## config.mk

```make
export PLATFORM = sky130hd
export DESIGN_NAME = load_store_unit
export DESIGN_NICKNAME = d
export VERILOG_FILES = /design/src/rtl/load_store_unit.sv
export SDC_FILE = /design/constraint.sdc
export NUM_CORES = 1
export LEC_CHECK = 0
export BUFFER_PORTS_ARGS = -buffer_cell sky130_fd_sc_hd__buf_2
export CAP_MARGIN = 5
export CORE_MARGIN = 2
export CORE_UTILIZATION = 46
export DETAILED_ROUTE_END_ITERATION = 7
export PLACE_DENSITY = 0.87
export SYNTH_ARGS = -nofsm -noshare
export SYNTH_HDL_FRONTEND = slang
export SYNTH_SLANG_ARGS = --single-unit
```

## constraint.sdc

```tcl
create_clock -name clk -period 1.5 [get_ports clk]
set_input_delay 0.15 -clock clk [delete_from_list [all_inputs] [get_ports clk]]
set_output_delay 0.15 -clock clk [all_outputs]
set_load 0.01 [all_outputs]
```

## src/rtl/load_store_unit.sv

```systemverilog
// Load/store unit for a word-addressed data memory: RV32I load extraction and extension,
// plus read-modify-write for SB/SH. Optional define MISALIGN_TRAP_EN flags misaligned H/W accesses.
module load_store_unit #(
    parameter int unsigned WIDTH = 32
) (
    input  logic             clk,
    input  logic             rst_n,
    input  logic             mem_read_i,
    input  logic             mem_write_i,
    input  logic [2:0]       funct3_i,
    input  logic [WIDTH-1:0] addr_i,
    input  logic [WIDTH-1:0] wdata_i,
    output logic [WIDTH-1:0] rdata_o,
    output logic             stall_o,
    output logic             misalign_o,
    output logic             dm_read_o,
    output logic             dm_write_o,
    output logic [WIDTH-1:0] dm_addr_o,
    output logic [WIDTH-1:0] dm_wdata_o,
    input  logic [WIDTH-1:0] dm_rdata_i
);

    typedef enum logic [0:0] {StIdle, StMerge} state_e;

    state_e           state_q;
    logic [WIDTH-1:0] merge_q;
    logic [WIDTH-1:0] addr_q;
    logic [1:0]       size_q;
    logic [15:0]      wdata_q;

    logic             store_req;
    logic             load_req;
    logic             misalign;
    logic             sub_store;
    logic [7:0]       ld_byte;
    logic [15:0]      ld_half;
    logic [WIDTH-1:0] load_data;
    logic [WIDTH-1:0] merged;

    // Both request lines high is treated as a store.
    assign store_req = mem_write_i &
                       (funct3_i == 3'b000 || funct3_i == 3'b001 || funct3_i == 3'b010);
    assign load_req  = mem_read_i & ~mem_write_i &
                       (funct3_i == 3'b000 || funct3_i == 3'b001 || funct3_i == 3'b010 ||
                        funct3_i == 3'b100 || funct3_i == 3'b101);

`ifdef MISALIGN_TRAP_EN
    assign misalign = (load_req | store_req) &
                      (((funct3_i[1:0] == 2'b01) & addr_i[0]) |
                       ((funct3_i[1:0] == 2'b10) & (addr_i[1:0] != 2'b00)));
`else
    assign misalign = 1'b0;
`endif

    assign sub_store = store_req & ~misalign & (funct3_i != 3'b010);

    always_comb begin
        ld_byte = dm_rdata_i[7:0];
        case (addr_i[1:0])
            2'b00:   ld_byte = dm_rdata_i[7:0];
            2'b01:   ld_byte = dm_rdata_i[15:8];
            2'b10:   ld_byte = dm_rdata_i[23:16];
            default: ld_byte = dm_rdata_i[31:24];
        endcase
    end

    assign ld_half = addr_i[1] ? dm_rdata_i[31:16] : dm_rdata_i[15:0];

    always_comb begin
        load_data = '0;
        case (funct3_i)
            3'b000:  load_data = {{(WIDTH-8){ld_byte[7]}}, ld_byte};
            3'b001:  load_data = {{(WIDTH-16){ld_half[15]}}, ld_half};
            3'b010:  load_data = dm_rdata_i;
            3'b100:  load_data = {{(WIDTH-8){1'b0}}, ld_byte};
            3'b101:  load_data = {{(WIDTH-16){1'b0}}, ld_half};
            default: load_data = '0;
        endcase
    end

    always_comb begin
        merged = merge_q;
        if (size_q == 2'b00) begin
            case (addr_q[1:0])
                2'b00:   merged[7:0]   = wdata_q[7:0];
                2'b01:   merged[15:8]  = wdata_q[7:0];
                2'b10:   merged[23:16] = wdata_q[7:0];
                default: merged[31:24] = wdata_q[7:0];
            endcase
        end else if (addr_q[1]) begin
            merged[31:16] = wdata_q;
        end else begin
            merged[15:0] = wdata_q;
        end
    end

    always_ff @(posedge clk or negedge rst_n) begin
        if (!rst_n) begin
            state_q <= StIdle;
            merge_q <= '0;
            addr_q  <= '0;
            size_q  <= '0;
            wdata_q <= '0;
        end else begin
            case (state_q)
                StIdle: begin
                    if (sub_store) begin
                        state_q <= StMerge;
                        merge_q <= dm_rdata_i;
                        addr_q  <= addr_i;
                        size_q  <= funct3_i[1:0];
                        wdata_q <= wdata_i[15:0];
                    end
                end
                default: state_q <= StIdle;
            endcase
        end
    end

    // Outputs are combinational from the current state; reset forces them all low.
    always_comb begin
        dm_read_o  = 1'b0;
        dm_write_o = 1'b0;
        dm_addr_o  = {addr_i[WIDTH-1:2], 2'b00};
        dm_wdata_o = '0;
        rdata_o    = '0;
        stall_o    = 1'b0;
        misalign_o = 1'b0;
        if (!rst_n) begin
            dm_addr_o = '0;
        end else if (state_q == StMerge) begin
            dm_write_o = 1'b1;
            dm_addr_o  = {addr_q[WIDTH-1:2], 2'b00};
            dm_wdata_o = merged;
        end else begin
            misalign_o = misalign;
            if (store_req && !misalign) begin
                if (funct3_i == 3'b010) begin
                    dm_write_o = 1'b1;
                    dm_wdata_o = wdata_i;
                end else begin
                    dm_read_o = 1'b1;
                    stall_o   = 1'b1;
                end
            end else if (load_req && !misalign) begin
                dm_read_o = 1'b1;
                rdata_o   = load_data;
            end
        end
    end

endmodule

```

== After elaboration in Yosys (flattened, before gate mapping) ==
Index checks and enable logic that the tools add are counted.

* Output and inout bits: 100
* Bits of input ports: 103
* Bits in registers: 83

* Eq/ne operators: 9
* Mux-type cells: 34
* Bitwise gates (word level): 6
* Reductions and logical operators: 10

{| class="wikitable"
|+ Operators with widths
! cell !! number
|-
| 2-to-1 mux 32 bit || 11
|-
| case mux 32 bit (5 select lines) || 1
|-
| 2-to-1 mux 16 bit || 3
|-
| 2-to-1 mux 8 bit || 4
|-
| case mux 8 bit (3 select lines) || 1
|-
| 2-to-1 mux 1 bit || 14
|-
| equality test 3 bit, second input constant || 2
|-
| logical NOT 2 bit || 3
|-
| AND 1 bit || 4
|-
| equality test 2 x 1 -> 1 bit, second input constant || 2
|-
| equality test 2 bit, second input constant || 2
|-
| logical OR 1 bit || 4
|-
| equality test 3 x 1 -> 1 bit, second input constant || 1
|-
| equality test 3 x 2 -> 1 bit, second input constant || 1
|-
| logical NOT 3 bit || 1
|-
| != test 3 x 2 -> 1 bit, second input constant || 1
|-
| OR reduction 3 bit || 1
|-
| inverter 1 bit || 2
|-
| AND reduction 2 bit || 1
|}

== Longest topological paths before layout ==
Gate-level depths: netlist (run 1).

* Depth in word-level cells: 10
* Gate-level depth with buffers: 7
* Mapped depth without buffers: 4

== Worst setup path before layout (run 1) ==
OpenSTA, ideal clock, no wires.

* Path kind: reg-to-output
* Start: register size_q[1]
* End: output dm_wdata_o[31]
* Buffers on the path: 1
* Data arrival time: 1.629 ns
* Setup slack: -0.279 ns
* Stages on the path, launching flop included: 6
* Path through: dfrtp_1 -> or2_1 -> buf_2 -> a21oi_1 -> a21oi_1 -> a2111oi_0

* Longest elaborated chain between the ends: 4

{| class="wikitable"
|+ RTL lines
! what !! line !! source
|-
| start, declared || 28 || <nowiki>logic [1:0] size_q;</nowiki>
|-
| start signal, assigned || 111 || <nowiki>size_q <= funct3_i[1:0];</nowiki>
|-
| logical NOT 2 bit || 83 || <nowiki>if (size_q == 2'b00) begin</nowiki>
|-
| 2-to-1 mux 32 bit || 83 ||
|-
| 2-to-1 mux 32 bit || 131 || <nowiki>end else if (state_q == StMerge) begin</nowiki>
|-
| 2-to-1 mux 32 bit || 129 || <nowiki>if (!rst_n) begin</nowiki>
|-
| end, declared || 19 || <nowiki>output logic [WIDTH-1:0] dm_wdata_o,</nowiki>
|}

Every way passes these cells.

== Worst setup path in the final report (run 1) ==
* Start: register size_q[1]
* End: output dm_wdata_o[13]

Same word-level chain as after synthesis.

==> results of run 1 <==
## cell type report
cell class | count | area [um^2] | share of cell area, %
Multi-Input combinational cell | 397 | 4189 | 43.85
Clock buffer | 11 | 242.7 | 2.541
Sequential cell | 83 | 2082 | 21.79
Clock inverter | 5 | 61.31 | 0.6418
Timing Repair Buffer | 329 | 2741 | 28.70
Antenna cell | 2 | 5.005 | 0.05239
Tap cell | 147 | 183.9 | 1.925
Inverter | 12 | 47.55 | 0.4977
## registers in the layout, indices dropped and copies added (netlist names)
name	cells
state_q	1
wdata_q	16
addr_q	32
merge_q	32
size_q	2
## metal layers
| layer | track usage, % | vias up |
|---|---|---|
| met5 | 0 | - |
| met3 | 9.352 | 161 |
| li1 | - | 2543 |
| met2 | 62.32 | 520 |
| met4 | 18.46 | 0 |
| met1 | 43.68 | 3072 |
## stage by stage
step | worst slack, ns | instances
after floorplan | -0.08208 | 540
after global placement | -0.2726 | 937
after detailed placement | -0.3556 | 937
after CTS | -0.5598 | 988
after global routing | -0.7020 | 986
final | -0.6907 | 986
## worst min-delay path by stage
stage	start	endpoint	slack, ns	depth (start not counted)
after global placement	rst_n	state_q$_DFF_PN0_	0.34	3
final	rst_n	wdata_q[7]$_DFFE_PN0P_	-0.05	3
after floorplan	rst_n	addr_q[0]$_DFFE_PN0P_	-0.15	0
after global routing	rst_n	merge_q[1]$_DFFE_PN0P_	-0.005	3
after detailed placement	rst_n	merge_q[31]$_DFFE_PN0P_	0.34	3
after CTS	rst_n	merge_q[31]$_DFFE_PN0P_	-0.006	3
## cells by family (layout without fill, tap and decap cells)
| logic type | count (synthesis) | after routing | synth area share [%] |
|---|---|---|---|
| DFF | 83 | 83 | 37.51 |
| other | 1 | 5 | 0.06772 |
| buffers and inverters | 60 | 357 | 5.739 |
| and+or+nand+nor | 152 | 152 | 13.17 |
| AOI/OAI and AO/OA | 109 | 109 | 15.73 |
| muxes | 133 | 133 | 27.79 |
## what timing repair did
item                                    CTS  global route
endpoints found under the setup margin  171           179
gates resized for setup                 202            70
pin swaps                                24            18
buffers inserted                         22             6
cloned                                   14             1
endpoints found under the hold margin    35            10
## layout by cell type, fill, tap and decap left out, drive strengths merged, types with 2 or more instances in the layout
| master | n |
|---|---|
| nor2b | 34 |
| and2 | 2 |
| diode | 2 |
| buf | 326 |
| a222oi | 8 |
| dfrtp | 83 |
| nor3 | 3 |
| nand2b | 2 |
| clkbuf | 13 |
| conb | 3 |
| nor2 | 58 |
| mux2i | 39 |
| mux4 | 8 |
| a211oi | 8 |
| a2111oi | 17 |
| o21ai | 16 |
| a22oi | 7 |
| mux2 | 86 |
| a21oi | 41 |
| clkinv | 3 |
| inv | 13 |
| a311oi | 8 |
| nand2 | 45 |
## critical path: cells and delay by family, from the launching register on
kind,cells,cell delay (ns)
and+or+nand+nor,1,0.28
buffers and inverters,2,0.39
AOI/OAI and AO/OA,3,0.64
DFF,1,0.39
## power by group through the flow
| stage | Sequential, mW | Clock [mW] | Combinational (mW) |
|---|---|---|---|
| finish | 3.10 | 2.35 | 3.22 |
| global route | 3.12 | 2.44 | 3.36 |
| CTS | 3.02 | 2.30 | 2.92 |
| detailed placement | 3.02 | 0 | 2.27 |
| global placement | 2.99 | 0 | 2.20 |
| floorplan | 2.90 | 0 | 1.40 |
==> flow_metrics.env, run 1 <==
export IMPL_ys_warnings_count=0
export IMPL_crit_chain="or2_4 -> buf_6 -> a21oi_2 -> a21oi_2 -> a2111oi_4 -> buf_2"
export IMPL_syn_area_um2=5538
export IMPL_worstSetupStartpointType="register"
export IMPL_ys_top_cells_by_area="dfrtp_1 (38%), mux2_2 (16%), mux2i_1 (7.0%)"
export IMPL_rr_worst_depth=7
export IMPL_switchingPower_mw=2.982
export IMPL_dpl_cell_area_um2=7732
export IMPL_worst_pin_slew_ns=0.6222
export IMPL_crit_required_ns=1.35
export IMPL_drc=0
export IMPL_ys_seq_area_share_pct=37.51
export IMPL_p_sw_share_pct=34.39
export IMPL_clock_sinks=83
export IMPL_setup_tns_ns=-72.88
export IMPL_crit_path_end="dm_wdata_o[13]"
export IMPL_hold_viol_final=60
export IMPL_die_x_um=113.7
export IMPL_max_cap_violations=0
export IMPL_portBuffers=199
export IMPL_period_minus_slack_ns=2.191
export IMPL_wirelength_met1_um=8994
export IMPL_clock_fmax_mhz=456.5
export IMPL_slowest_delay_ns=0.39
export IMPL_maxSlewViolCount=0
export IMPL_worst_setup_path_end_kind="output port"
export IMPL_p_int_mw=5.690
export IMPL_async_reset_ff_share_pct=100.0
export IMPL_hp_class="primary input to asynchronous set/reset pin"
export IMPL_dieArea_um2=12930
export IMPL_startpoint="size_q[1]$_DFFE_PN0P_"
export IMPL_synth_edf_count=0
export IMPL_p_total_mw=8.672
export IMPL_grt_max_degree=105
export IMPL_detail_route_wl_per_cell_um=26.14
export IMPL_hold_slack_ns=-0.05256
export IMPL_area_delta_synth_final_pct=72.50
export IMPL_reg2reg_from="state_q$_DFF_PN0_"
export IMPL_power_frac_clock_pct=27.1
export IMPL_slew_headroom_pct=58.52
export IMPL_netlist_instances=538
export IMPL_crit_path_frequent_cell="a21oi_2"
export IMPL_seq_power_share_pct=35.7
export IMPL_period_share_pct=146.0
export IMPL_critPathKind="register to output port"
export IMPL_overflow=0
export IMPL_dpl_hpwl_um=13830
export IMPL_yosysTopAreaCell="dfrtp_1"
export IMPL_routed_top_layer="met4"
export IMPL_crit_path_top_delay_cell="dfrtp_1"
export IMPL_status="finished with violations"
export IMPL_viasPerCell=6.385
export IMPL_wl_met3_um=2523
export IMPL_yosys_most_used_dff="dfrtp_1"
export IMPL_clockBufferDepth=2
export IMPL_crit_arrival_ns=2.04
export IMPL_cts_htree_levels=3
export IMPL_nets=935
export IMPL_ios=203
export IMPL_fin_util_pct=80.54
export IMPL_antenna_found_initial=2
export IMPL_root_buffer="clkbuf_16"
export IMPL_drt_initial_drc_count=767
export IMPL_ant_nets=0
export IMPL_pwr_share_comb_pct=37.2
export IMPL_pwr_density_cell_nw_per_um2=907.8
export IMPL_worstSkewPairLatency_ns=0.34
export IMPL_clkTransAtPathRegs_ns=0.07
export IMPL_coreArea_um2=11860
export IMPL_timing_rr_end="merge_q[30]$_DFFE_PN0P_"
export IMPL_first_global_vias=6255
export IMPL_synth_commonest_cells="dfrtp_1 (83), mux2_2 (80), nor2_1 (58), nand2_1 (45), mux2i_1 (39)"
export IMPL_rows=40
export IMPL_num_vias=6296
export IMPL_p_leak_nw=4.287
export IMPL_initial_core_util_pct=46.69
export IMPL_ys_seq_elements=83
export IMPL_critPathMaxFanout=9
export IMPL_fin_ws_ns=-0.6907
export IMPL_finClkSkew_ns=0.01034
export IMPL_setup_violations=178
export IMPL_routabilityCongestion=0.9816
export IMPL_drive_gt1_share_pct=68.10
export IMPL_final_cell_area_um2=9553
export IMPL_yosysTopAreaCellShare_pct=37.51
export IMPL_syn_mean_instance_area_um2=10.29
export IMPL_rsz0062_at_grt="yes"
export IMPL_r2r_setup_slack_ns=-0.41
export IMPL_violations="hold timing, setup timing"
export IMPL_die_y_um=113.7
export IMPL_cts_tree="done"
export IMPL_fill_cells=582
export IMPL_vdd_ir_drop_max_uv=992.3
export IMPL_cts_buffers=9
export IMPL_routed_wl_um=25770
export IMPL_grt_pass1_wl_um=35980
export IMPL_synth_most_common_cell="dfrtp_1"
export IMPL_drtPass1Iterations=7
export IMPL_gr_usage_all_layers_pct=36.84
export IMPL_yosysUniqueCellTypes=41
export IMPL_wl_met2_um=12470
Note: power is estimated with default switching activity, not from simulation.
==> inputs of run 2 (changes only) <==
--- a/config.mk
+++ b/config.mk
@@ -11,6 +11,7 @@
 export CORE_UTILIZATION = 46
 export DETAILED_ROUTE_END_ITERATION = 7
 export PLACE_DENSITY = 0.87
+export SKIP_CTS_REPAIR_TIMING = 1
 export SYNTH_ARGS = -nofsm -noshare
 export SYNTH_HDL_FRONTEND = slang
 export SYNTH_SLANG_ARGS = --single-unit
==> run 2 against run 1 <==
Compared with the run above: the flow finishes with violations (DRC, hold timing, setup timing); sequential power hardly changed; final cell count is 0.51% higher; die area stayed put; first-iteration DRC count is 7.0% lower; critical path depth is 1 higher; via count is 3.2% lower; clock-buffer cell count stayed put; hold slack better by 0.017 ns; sequential share of layout area is 0.18 points higher; combinational power is 2% lower; largest cell class unchanged; highest routed layer unchanged.
==> flow_metrics.env, run 2 (same netlist as run 1, synthesis figures left out) <==
export IMPL_cts_htree_levels=3
export IMPL_crit_chain="or2_4 -> buf_6 -> buf_4 -> a21oi_4 -> a21oi_4 -> a2111oi_4 -> buf_2"
export IMPL_dp_cells=937
export IMPL_p_sw_share_pct=34.02
export IMPL_nets=941
export IMPL_root_buffer="clkbuf_16"
export IMPL_slowest_delay_ns=0.40
export IMPL_clock_sinks=83
export IMPL_pwr_share_comb_pct=36.7
export IMPL_period_share_pct=148.7
export IMPL_fill_cells=618
export IMPL_worst_pin_slew_ns=0.6099
export IMPL_p_leak_nw=4.296
export IMPL_rsz0062_at_grt="yes"
export IMPL_multi_input_area_um2=4168
export IMPL_globalRouteMet3Util_pct=6.536
export IMPL_seq_power_share_pct=35.9
export IMPL_die_x_um=113.7
export IMPL_dieArea_um2=12930
export IMPL_initial_core_util_pct=46.69
export IMPL_rows=40
export IMPL_crit_path_top_delay_cell="dfrtp_1"
export IMPL_final_common_cell="buf_2"
export IMPL_antenna_found_initial=1
export IMPL_die_y_um=113.7
export IMPL_clock_fmax_mhz=448.2
export IMPL_hp_class="primary input to asynchronous set/reset pin"
export IMPL_detail_route_wl_per_cell_um=24.43
export IMPL_power_frac_clock_pct=27.4
export IMPL_hold_slack_ns=-0.03527
export IMPL_finClkSkew_ns=0.005287
export IMPL_p_total_mw=8.612
export IMPL_drt_initial_drc_count=713
export IMPL_clockBufferDepth=2
export IMPL_dpl_hpwl_um=13830
export IMPL_layoutNonFillerInstCount=991
export IMPL_ant_nets=0
export IMPL_ios=203
export IMPL_p_int_mw=5.682
export IMPL_crit_arrival_ns=2.08
export IMPL_critPathKind="register to output port"
export IMPL_cts_tree="done"
export IMPL_crit_path_frequent_cell="a21oi_4"
export IMPL_status="finished with violations"
export IMPL_crit_required_ns=1.35
export IMPL_violations="DRC, hold timing, setup timing"
export IMPL_area_delta_synth_final_pct=71.10
export IMPL_routed_wl_um=24210
export IMPL_grt_pass1_wl_um=27810
export IMPL_portBuffers=199
export IMPL_grt_use_met2_pct=45.35
export IMPL_gr_usage_all_layers_pct=27.47
export IMPL_pwr_density_cell_nw_per_um2=908.9
export IMPL_grt_max_degree=105
export IMPL_vdd_ir_drop_max_uv=858.7
export IMPL_top_regs="addr_q (32), merge_q (32), wdata_q (16)"
export IMPL_viasPerCell=6.147
export IMPL_max_cap_violations=0
export IMPL_maxSlewViolCount=0
export IMPL_grt_use_met1_pct=36.22
export IMPL_first_global_vias=5309
export IMPL_period_minus_slack_ns=2.231
export IMPL_rr_worst_depth=6
export IMPL_coreArea_um2=11860
export IMPL_drive_gt1_share_pct=68.09
export IMPL_area_sequential_um2=2082
export IMPL_switchingPower_mw=2.929
export IMPL_worstSetupStartpointType="register"
export IMPL_slew_headroom_pct=59.34
export IMPL_routabilityCongestion=0.9816
export IMPL_cts_buffers=9
export IMPL_num_vias=6092
export IMPL_fin_ws_ns=-0.7312
export IMPL_worst_setup_path_end_kind="output port"
export IMPL_overflow=0
export IMPL_layout_common_cells="buf_2 (184), dfrtp_1 (81), buf_4 (76)"
export IMPL_critPathMaxFanout=4
export IMPL_hold_viol_final=54
export IMPL_setup_violations=178
export IMPL_clkTransAtPathRegs_ns=0.07
export IMPL_grt_busiest_layer="met2"
export IMPL_worstSkewPairLatency_ns=0.35
export IMPL_drc=1
export IMPL_drtPass1Iterations=8
-- run 2: final timing paths --
path                                              from                       to  slack [ns]
max in group asynchronous                        rst_n    addr_q[1]$_DFFE_PN0P_        0.96
worst max-delay path             size_q[1]$_DFFE_PN0P_           dm_wdata_o[30]       -0.73
worst min-delay path                             rst_n   merge_q[1]$_DFFE_PN0P_       -0.04
worst min register to register  addr_q[11]$_DFFE_PN0P_   addr_q[11]$_DFFE_PN0P_        0.51
worst max register to register       state_q$_DFF_PN0_  merge_q[30]$_DFFE_PN0P_       -0.35
min in group clk                            wdata_i[1]   wdata_q[1]$_DFFE_PN0P_        0.04
-- run 2: power groups by stage --
stage	clock [mW]	combinational (mW)	sequential (mW)
final	2.36	3.16	3.09
after global routing	2.46	3.31	3.12
after CTS	2.30	2.29	2.98
after detailed placement	0	2.27	3.02
after global placement	0	2.20	2.99
after floorplan	0	1.40	2.90
-- run 2: worst max-delay path, delay by kind of cell (launching register included) --
family / cells / cell delay [ns]
AND/OR/NAND/NOR: 1 / 0.28
AO/OA/AOI/OAI: 3 / 0.57
buffers and inverters: 3 / 0.49
flip-flops: 1 / 0.40
-- run 2: metal layers --
layer,wire length (um),up-vias
li1,-,2554
met1,9122,2991
met2,11820,429
met3,2105,118
met4,1163,0
met5,0,-
-- run 2: layout make-up --
type / instances / share of cell area [%]
diodes: 1 / 0.02641
repair buffers: 335 / 28.36
flip-flops and latches: 83 / 21.97
well taps: 147 / 1.941
multi-input cells: 397 / 43.99
clock buffers: 11 / 2.562
clock inverters: 5 / 0.6470
inverters: 12 / 0.5018
-- run 2: stage by stage --
stage          setup TNS (ns)  hold slack (ns)  setup WS (ns)  utilization (%)  area (um^2)
4_1_cts                -52.35         -0.01982        -0.7211            67.75         8036
5_1_grt                -78.10        -0.006769        -0.7888            79.88         9475
6_report               -71.14         -0.03527        -0.7312            79.88         9475
3_5_place_dp           -17.89           0.3375        -0.3556            65.19         7732
2_1_floorplan          -2.504          -0.1456       -0.08208                -         5926
3_3_place_gp           -16.08           0.3415        -0.2726            65.19         7732
